File: config.mk
export PLATFORM = sky130hd
export DESIGN_NAME = sd_emmc_cmd_rx
export DESIGN_NICKNAME = d
export VERILOG_FILES = /design/src/rtl/sd_emmc_cmd_rx.sv
export SDC_FILE = /design/constraint.sdc
export NUM_CORES = 1
export LEC_CHECK = 0
export ABC_CLOCK_PERIOD_IN_PS = 8700
export CORE_UTILIZATION = 59
export DETAILED_ROUTE_END_ITERATION = 10
export GPL_TIMING_DRIVEN = 0
export PLACE_DENSITY = 0.89
export SLEW_MARGIN = 20
export SYNTH_ARGS = -nofsm -noshare
export SYNTH_HDL_FRONTEND = slang
export SYNTH_SLANG_ARGS = --single-unit
File: constraint.sdc
create_clock -name clk_i -period 8.7 [get_ports clk_i]
set_clock_uncertainty 0.2 [all_clocks]
set_input_delay 1.74 -clock clk_i [delete_from_list [all_inputs] [get_ports clk_i]]
set_output_delay 1.74 -clock clk_i [all_outputs]
set_load 0.01 [all_outputs]
File: src/rtl/sd_emmc_cmd_rx.sv
// SD/eMMC CMD-line response receiver: waits for the start bit, shifts in a 48- or
// 136-bit response, checks CRC7 and framing, and reports it with a one-cycle valid pulse.
module sd_emmc_cmd_rx #(
   parameter int TIMEOUT_W = 16
) (
   input  logic                 clk_i,
   input  logic                 rst_i,
   input  logic                 smp_en_i,
   input  logic                 cmd_i,
   input  logic                 start_i,
   input  logic                 long_i,
   input  logic                 crc_chk_i,
   input  logic                 abort_i,
   input  logic [TIMEOUT_W-1:0] timeout_i,
   output logic                 busy_o,
   output logic                 valid_o,
   output logic [5:0]           index_o,
   output logic [127:0]         resp_o,
   output logic                 crc_err_o,
   output logic                 frame_err_o,
   output logic                 timeout_o
);

   typedef enum logic [1:0] {
      ST_IDLE = 2'd0,
      ST_WAIT = 2'd1,
      ST_RECV = 2'd2,
      ST_DONE = 2'd3
   } state_t;

   function automatic logic [6:0] crc7_step(input logic [6:0] crc, input logic din);
      logic fb;
      fb = crc[6] ^ din;
      crc7_step = {crc[5:0], 1'b0} ^ (fb ? 7'h09 : 7'h00);
   endfunction

   state_t               r_state;
   logic                 r_long;
   logic                 r_crc_chk;
   logic [TIMEOUT_W-1:0] r_wait_cnt;
   logic [7:0]           r_bit_cnt;
   logic [133:0]         r_shift;
   logic [6:0]           r_crc;
   logic                 r_busy;
   logic                 r_valid;
   logic                 r_timeout;
   logic [5:0]           r_index;
   logic [127:0]         r_resp;
   logic                 r_crc_err;
   logic                 r_frame_err;

   // The start bit is always 0, so only frame bits 134..0 are kept.
   logic [134:0]         w_frame;
   logic [7:0]           w_next_cnt;
   logic [7:0]           w_last_cnt;
   logic                 w_is_end;
   logic                 w_crc_en;
   logic [6:0]           w_crc_next;
   logic [TIMEOUT_W-1:0] w_wait_inc;
   logic                 w_timeout_hit;
   logic [5:0]           w_index_end;
   logic [127:0]         w_resp_end;
   logic                 w_crc_err_end;
   logic                 w_frame_err_end;

   assign w_frame     = {r_shift, cmd_i};
   assign w_next_cnt  = r_bit_cnt + 8'd1;
   assign w_last_cnt  = r_long ? 8'd136 : 8'd48;
   assign w_is_end    = (w_next_cnt == w_last_cnt);
   // R2 excludes its 8 header bits from the CRC; R1-style frames include the start bit.
   assign w_crc_en    = r_long ? ((w_next_cnt >= 8'd9) && (w_next_cnt <= 8'd128))
                               : (w_next_cnt <= 8'd40);
   assign w_crc_next  = crc7_step(r_crc, cmd_i);

   assign w_wait_inc    = (r_wait_cnt == {TIMEOUT_W{1'b1}}) ? r_wait_cnt
                        : r_wait_cnt + {{(TIMEOUT_W-1){1'b0}}, 1'b1};
   assign w_timeout_hit = (timeout_i != {TIMEOUT_W{1'b0}}) && (w_wait_inc >= timeout_i);

   assign w_index_end     = r_long ? w_frame[133:128] : w_frame[45:40];
   assign w_resp_end      = r_long ? {w_frame[127:1], 1'b0} : {96'd0, w_frame[39:8]};
   assign w_crc_err_end   = r_crc_chk & (r_crc != w_frame[7:1]);
   assign w_frame_err_end = (r_long ? w_frame[134] : w_frame[46]) | ~w_frame[0];

   always_ff @(posedge clk_i) begin
      if (rst_i) begin
         r_state     <= ST_IDLE;
         r_long      <= 1'b0;
         r_crc_chk   <= 1'b0;
         r_wait_cnt  <= {TIMEOUT_W{1'b0}};
         r_bit_cnt   <= 8'd0;
         r_shift     <= 134'd0;
         r_crc       <= 7'd0;
         r_busy      <= 1'b0;
         r_valid     <= 1'b0;
         r_timeout   <= 1'b0;
         r_index     <= 6'd0;
         r_resp      <= 128'd0;
         r_crc_err   <= 1'b0;
         r_frame_err <= 1'b0;
      end else begin
         r_valid   <= 1'b0;
         r_timeout <= 1'b0;
         if (abort_i) begin
            r_state <= ST_IDLE;
            r_busy  <= 1'b0;
         end else begin
            case (r_state)
               ST_IDLE: begin
                  if (start_i) begin
                     r_state    <= ST_WAIT;
                     r_busy     <= 1'b1;
                     r_wait_cnt <= {TIMEOUT_W{1'b0}};
                     r_long     <= long_i;
                     r_crc_chk  <= crc_chk_i;
                  end
               end
               ST_WAIT: begin
                  if (smp_en_i) begin
                     if (!cmd_i) begin
                        r_state   <= ST_RECV;
                        r_bit_cnt <= 8'd1;
                        r_shift   <= 134'd0;
                        r_crc     <= crc7_step(7'd0, 1'b0);
                     end else begin
                        r_wait_cnt <= w_wait_inc;
                        if (w_timeout_hit) begin
                           r_timeout <= 1'b1;
                           r_busy    <= 1'b0;
                           r_state   <= ST_IDLE;
                        end
                     end
                  end
               end
               ST_RECV: begin
                  if (smp_en_i) begin
                     r_shift   <= w_frame[133:0];
                     r_bit_cnt <= w_next_cnt;
                     if (w_crc_en) begin
                        r_crc <= w_crc_next;
                     end
                     if (w_is_end) begin
                        r_state     <= ST_DONE;
                        r_valid     <= 1'b1;
                        r_busy      <= 1'b0;
                        r_index     <= w_index_end;
                        r_resp      <= w_resp_end;
                        r_crc_err   <= w_crc_err_end;
                        r_frame_err <= w_frame_err_end;
                     end
                  end
               end
               ST_DONE: begin
                  r_state <= ST_IDLE;
               end
               default: begin
                  r_state <= ST_IDLE;
               end
            endcase
         end
      end
   end

   assign busy_o      = r_busy;
   assign valid_o     = r_valid;
   assign timeout_o   = r_timeout;
   assign index_o     = r_index;
   assign resp_o      = r_resp;
   assign crc_err_o   = r_crc_err;
   assign frame_err_o = r_frame_err;

endmodule

==> results of run 1 <==
registers in the layout, summed over array words and instances, names as in the netlist, named ones only:
| name | flops |
|---|---|
| r_wait_cnt | 16 |
| r_crc_chk | 1 |
| index_o | 6 |
| resp_o | 128 |
| r_long | 1 |
| r_crc | 7 |
| busy_o | 1 |
| timeout_o | 1 |
| crc_err_o | 1 |
| frame_err_o | 1 |
| r_shift | 134 |
| r_bit_cnt | 8 |
| valid_o | 1 |
| r_state | 1 |
cell families after synthesis:
kind of cell,Yosys count,synth area share [%]
compound gates,360,19.98
xor+xnor,24,1.711
fa+ha+maj,22,2.241
buf+inv,146,4.644
flops,308,50.19
mux,52,4.257
simple gates,460,16.98
synthesized netlist by cell type (2+ instances only):
library cell,count
o21a_1,2
nor2_1,74
a31oi_1,5
a22o_1,96
dfxtp_1,308
nand4_1,10
nand3_1,155
and2_1,5
clkbuf_1,94
and3_1,8
a2111o_1,2
o21ai_0,15
a32o_1,5
a311oi_1,3
xnor2_1,13
mux2i_1,50
a21oi_1,151
o211ai_1,2
mux2_2,2
nand2_1,167
a21boi_0,2
xor2_1,11
o31ai_1,2
o22ai_1,2
ha_1,22
a32oi_1,2
nand3b_1,4
a2111oi_0,2
nor3_1,7
buf_2,15
o41ai_1,2
nand2b_1,6
a211oi_1,40
a22oi_1,16
or3_1,4
inv_1,25
nor2b_1,9
nor4_1,7
buf_1,10
o21bai_1,2
how the worst max path moves through the flow:
stage                                          end  cells after the start
after detailed placement   resp_o[98]$_SDFFE_PP0P_                      8
after global placement    resp_o[101]$_SDFFE_PP0P_                      8
after CTS                                 register                     11
after global routing       r_state[0]$_SDFFE_PP0P_                     12
after floorplan            r_state[0]$_SDFFE_PP0P_                     11
final                                     register                     11
power groups by stage:
stage / Combinational, mW / Sequential (mW) / Clock (mW)
global route: 0.111 / 1.41 / 1.36
floorplan: 0.0635 / 1.44 / 0
finish: 0.103 / 1.41 / 1.29
global placement: 0.0973 / 1.44 / 0
detailed placement: 0.0998 / 1.44 / 0
CTS: 0.101 / 1.41 / 1.29
cell type report:
cell class              count  share of cell area (%)
well taps                 270                   2.220
plain buffers             120                   3.108
flip-flops and latches    308                   40.52
inverters                  26                  0.6413
multi-input cells         918                   36.47
repair buffers            161                   10.59
clock inverters             6                  0.4522
clock buffers              44                   6.002
routing by layer:
| metal | global-route usage [%] | share of wire, % | up-vias |
|---|---|---|---|
| met3 | 4.844 | 6.9 | 86 |
| met2 | 50.14 | 48 | 464 |
| li1 | - | - | 5290 |
| met4 | 12.03 | 3.4 | 0 |
| met5 | 0 | 0 | - |
| met1 | 37.47 | 42 | 5338 |
metrics by stage:
stage               power [mW]  hold slack (ps)  utilization, %
floorplan                1.507            231.6               -
global placement         1.541            239.3           70.12
detailed placement       1.544            249.9           70.12
CTS                      2.804            258.1           74.96
global route             2.878            280.3           74.96
finish                   2.800            258.0           74.96
worst min-delay path, cell delays in order, from the launching register on:
cell and delay [ps]:
dfxtp_1 310, nand2_1 50, a21oi_1 50
==> impl_metrics.env, run 1 <==
export IMPL_status="finished clean"
export IMPL_p_comb_share_pct=3.7
export IMPL_drive_gt1_share_pct=4.548
export IMPL_async_reset_ff_share_pct=0
export IMPL_syn_area_per_cell_sq_um=8.954
export IMPL_drt_iter0_drc=851
export IMPL_r2r_start="r_wait_cnt[7]$_SDFFE_PP0P_"
export IMPL_worstPathCellList="clkbuf_1 > nand3_1 > nor4_1 > nand2_1 > mux2_2 > ha_1 > a2111oi_0 > o41ai_1 > o41ai_1 > a221o_1 > a32o_1"
export IMPL_stdcell_count=1853
export IMPL_fin_ws_ps=4046
export IMPL_required_ps=9000
export IMPL_synth_cell_types=55
export IMPL_slowest_delay_ps=840
export IMPL_grt_pass1_wl_um=52410
export IMPL_crit_slowest_cell="nor4_1"
export IMPL_tns_ps=0
export IMPL_cts_clk_slew_worst_paths_ps=60
export IMPL_fin_crit_sh_pct=53.49
export IMPL_r2r_slack_ps=4050
export IMPL_worst_hold_path_num_cells=2
export IMPL_crit_top_cell="o41ai_1"
export IMPL_critPathBufInv=1
export IMPL_crit_arrival_ps=4960
export IMPL_die_h_um=146.3
export IMPL_synth_nets=1418
export IMPL_yosysWarningCount=0
export IMPL_worstSetupStartpoint="r_wait_cnt[7]$_SDFFE_PP0P_"
export IMPL_worstSetupStartpointType="register"
export IMPL_max_cap_violations=0
export IMPL_netlist_instances=1372
export IMPL_clk_latency_ps=560
export IMPL_nFillCells=1433
export IMPL_reg2reg_depth=11
export IMPL_crit_path_end_kind="register"
export IMPL_dr_pass1_iters=6
export IMPL_cts_tree="built"
export IMPL_share_clk_of_total_power_pct=45.9
export IMPL_cp_top_family="compound AO/OA/AOI/OAI gates"
export IMPL_ant_nets=0
export IMPL_dieArea_sq_mm=0.02140
export IMPL_holdCritPathClass="register to register"
export IMPL_gp_congestion=0.9024
export IMPL_synth_area_leaders="dfxtp_1, a22o_1, nand3_1, a21oi_1, nand2_1"
export IMPL_p_int_mw=2.191
export IMPL_grt_usage_pct=29.58
export IMPL_cts_htree_levels=1
export IMPL_fin_crit_ps=4654
export IMPL_place_port_buffers=161
export IMPL_holdBufCountCts=0
export IMPL_antennaDiodeCount=0
export IMPL_multi_input_area_sq_mm=0.005549
export IMPL_finalWirelength_um=32570
export IMPL_seq_area_sq_mm=0.006166
export IMPL_cts_sink_count=308
export IMPL_synth_edf_count=0
export IMPL_min_from="r_shift[133]$_SDFFE_PP0P_"
export IMPL_syn2layout_area_growth_pct=23.86
export IMPL_worstHoldEndpoint="r_shift[133]$_SDFFE_PP0P_"
export IMPL_row_count=52
export IMPL_vias_per_cell=6.032
export IMPL_netlist_area_sq_mm=0.01229
export IMPL_worstPathMaxFanout=8
export IMPL_power_switching_mw=0.6089
export IMPL_final_hold_violation_count=0
export IMPL_dpl_cell_area_sq_mm=0.01423
export IMPL_yosys_area_top_type_share_pct=50.19
export IMPL_io_pins=163
export IMPL_rsz0062_at_grt="false"
export IMPL_via_count=11178
export IMPL_core_area_sq_mm=0.02030
export IMPL_fin_area_sq_mm=0.01522
export IMPL_grt_pass1_vias=10660
export IMPL_drc_errors=0
export IMPL_clock_fmax_ghz=0.2149
export IMPL_nNetsFinal=1611
export IMPL_synth_main_ff_cell="dfxtp_1"
export IMPL_grt_overflow_total=0
export IMPL_p_seq_share_pct=50.4
export IMPL_die_w_um=146.3
export IMPL_grt_max_degree=16
export IMPL_cts_buffers=30
export IMPL_cts_root_buf="clkbuf_16"
export IMPL_wire_per_inst_um=17.58
export IMPL_initial_core_util_pct=60.52
export IMPL_powerDensity_mw_per_mm2=184.0
export IMPL_setup_violations_final=0
export IMPL_post_place_ws_ps=3921
export IMPL_clockBufferDepth=3
export IMPL_maxSlewHeadroom_pct=39.33
export IMPL_antenna_found_initial=0
export IMPL_cts_resized=0
export IMPL_yosys_area_top_type="dfxtp_1"
export IMPL_synth_seq_cells=308
export IMPL_dpl_hpwl_um=22180
export IMPL_final_common_cell="dfxtp_1"
export IMPL_leakage_nw=5.251
export IMPL_place_inst=1803
export IMPL_cts_setup_buffers=0
export IMPL_synth_seq_area_share_pct=50.19
export IMPL_final_cell_mix="dfxtp_1, nand2_1, clkdlybuf4s50_1"
export IMPL_swShare_pct=21.75
export IMPL_slew_violations=0
export IMPL_ir_drop_mv=0.1636
export IMPL_tightest_slew_ps=901.7
export IMPL_worst_setup_path_type="register to register"
Note: power is estimated with default switching activity, not from simulation.
==> inputs of run 2 (changes only) <==
ABC_CLOCK_PERIOD_IN_PS = 4000   (was 8700)
CORE_UTILIZATION = 50   (was 59)
PLACE_DENSITY = 0.8   (was 0.89)
clock period = 4 ns   (was 8.7 ns; I/O delays follow)
==> impl_metrics.env, run 2 (same netlist as run 1, synthesis figures left out) <==
export IMPL_status="finished clean"
export IMPL_antennaDiodeCount=0
export IMPL_fin_ws_ps=127.8
export IMPL_p_comb_share_pct=3.7
export IMPL_ir_drop_mv=0.3276
export IMPL_grt_max_degree=16
export IMPL_ant_nets=0
export IMPL_cp_top_family="compound AO/OA/AOI/OAI gates"
export IMPL_cts_sink_count=308
export IMPL_dpl_hpwl_um=21970
export IMPL_worst_setup_path_type="register to register"
export IMPL_max_flop_register="r_shift"
export IMPL_cts_htree_levels=1
export IMPL_dr_pass1_iters=6
export IMPL_wire_per_inst_um=16.90
export IMPL_cts_tree="built"
export IMPL_drive_gt1_share_pct=5.101
export IMPL_syn2layout_area_growth_pct=25.04
export IMPL_post_place_ws_ps=-641.5
export IMPL_die_h_um=158.8
export IMPL_gp_congestion=0.8718
export IMPL_slew_violations=0
export IMPL_fin_area_sq_mm=0.01536
export IMPL_core_area_sq_mm=0.02375
export IMPL_setup_violations_final=0
export IMPL_row_count=56
export IMPL_power_switching_mw=1.348
export IMPL_cts_clk_slew_worst_paths_ps=60
export IMPL_clockBufferDepth=3
export IMPL_antenna_found_initial=0
export IMPL_crit_slowest_cell="nor4_4"
export IMPL_final_hold_violation_count=0
export IMPL_r2r_slack_ps=130
export IMPL_powerDensity_mw_per_mm2=399.5
export IMPL_rsz0062_at_grt="true"
export IMPL_leakage_nw=5.324
export IMPL_tightest_slew_ps=834.9
export IMPL_worstSetupStartpoint="r_wait_cnt[4]$_SDFFE_PP0P_"
export IMPL_hold_slack_ps=258.2
export IMPL_vias_per_cell=5.706
export IMPL_final_cell_mix="dfxtp_1, nand2_1, clkdlybuf4s50_1"
export IMPL_max_cap_violations=0
export IMPL_die_w_um=158.8
export IMPL_final_common_cell="dfxtp_1"
export IMPL_clock_fmax_ghz=0.2583
export IMPL_maxSlewHeadroom_pct=44.34
export IMPL_via_count=10881
export IMPL_grt_pass1_wl_um=51450
export IMPL_grt_overflow_total=0
export IMPL_crit_top_cell="nand4_1"
export IMPL_cts_buffers=30
export IMPL_worstSetupStartpointType="register"
export IMPL_fin_crit_ps=3872
export IMPL_nNetsFinal=1612
export IMPL_p_int_mw=4.789
export IMPL_io_pins=163
export IMPL_swShare_pct=21.96
export IMPL_share_clk_of_total_power_pct=46.3
export IMPL_grt_pass1_vias=10130
export IMPL_largest_reg_flops=134
export IMPL_holdBufCountCts=0
export IMPL_grt_usage_pct=24.45
export IMPL_dieArea_sq_mm=0.02520
export IMPL_clk_latency_ps=570
export IMPL_fin_crit_sh_pct=96.80
export IMPL_drc_errors=0
export IMPL_r2r_start="r_wait_cnt[4]$_SDFFE_PP0P_"
export IMPL_crit_path_end_kind="register"
export IMPL_cts_root_buf="clkbuf_16"
export IMPL_p_seq_share_pct=50.1
export IMPL_required_ps=4240
export IMPL_holdCritPathClass="register to register"
export IMPL_reg2reg_depth=12
export IMPL_finalWirelength_um=32220
export IMPL_worstPathCellList="clkbuf_1 > nand4_1 > nor4_4 > a21oi_1 > and3_1 > xor2_1 > ha_1 > nand4_1 > o41ai_4 > o41ai_2 > a221o_1 > a32o_1"
export IMPL_critPathBufInv=1
export IMPL_path_depth=12
export IMPL_dpl_cell_area_sq_mm=0.01430
export IMPL_crit_arrival_ps=4120
export IMPL_initial_core_util_pct=51.72
export IMPL_slowest_delay_ps=410
export IMPL_place_port_buffers=161
export IMPL_worstPathMaxFanout=8
export IMPL_drt_iter0_drc=860
==> run 2: per-stage QoR <==
| stage | util [%] | power [mW] | cells | TNS, ps |
|---|---|---|---|---|
| finish | 64.68 | 6.137 | 1907 | 0 |
| CTS | 64.56 | 6.167 | 1906 | 0 |
| detailed placement | 60.19 | 3.358 | 1852 | -1874 |
| global placement | 60.19 | 3.354 | 1852 | -1754 |
| floorplan | - | 3.278 | 1372 | 0 |
| global route | 64.68 | 6.328 | 1907 | -132.2 |
==> run 2: worst min path at each step <==
stage	end	depth (start not counted)	from	slack, ps
after global placement	r_shift[133]$_SDFFE_PP0P_	2	r_shift[133]$_SDFFE_PP0P_	240
after CTS	r_shift[133]$_SDFFE_PP0P_	2	r_shift[133]$_SDFFE_PP0P_	260
after floorplan	r_shift[133]$_SDFFE_PP0P_	2	r_shift[133]$_SDFFE_PP0P_	230
final	r_shift[133]$_SDFFE_PP0P_	2	r_shift[133]$_SDFFE_PP0P_	260
after detailed placement	r_shift[133]$_SDFFE_PP0P_	2	r_shift[133]$_SDFFE_PP0P_	250
after global routing	r_shift[133]$_SDFFE_PP0P_	2	r_shift[133]$_SDFFE_PP0P_	290
==> run 2: what timing repair did <==
| action | in CTS | in global routing |
|---|---|---|
| hold endpoints to repair | 0 | 0 |
| pin swaps | 1 | 1 |
| resized for setup | 6 | 3 |
| setup buffers | 0 | 1 |
| endpoints found under the setup margin | 4 | 44 |
==> run 2: tightest hold or removal path, delay by kind of cell (launching register included) <==
family | cells | cell delay (ps)
AOI/OAI and AO/OA | 1 | 50
DFF | 1 | 310
and+or+nand+nor | 1 | 50
==> run 2: cell type report <==
| class | count | area [sq um] |
|---|---|---|
| Buffer | 120 | 473.0 |
| Tap cell | 319 | 399.1 |
| Multi-Input combinational cell | 918 | 5605 |
| Clock inverter | 11 | 122.6 |
| Inverter | 26 | 97.59 |
| Clock buffer | 43 | 879.6 |
| Timing Repair Buffer | 162 | 1619 |
| Sequential cell | 308 | 6166 |
| Fill cell | 1988 | 8391 |
==> run 2: per-layer routing <==
layer / track usage, % / wire [um] / up-vias
li1: - / - / 5304
met1: 32.31 / 14270 / 5146
met2: 40.01 / 14880 / 365
met3: 4.467 / 2166 / 66
met4: 8.252 / 904 / 0
met5: 0 / 0 / -
==> run 2: power groups by stage <==
stage	combinational [mW]	clock (mW)	sequential, mW
final	0.224	2.84	3.07
after global routing	0.244	3.01	3.07
after CTS	0.220	2.88	3.07
after detailed placement	0.218	0	3.14
after global placement	0.214	0	3.14
after floorplan	0.138	0	3.14
==> inputs of run 3 (changes only) <==
TNS_END_PERCENT = 100   (was not set)
==> results of run 3 <==
No change in the layout: final DEF, timing and power equal those of run 2.
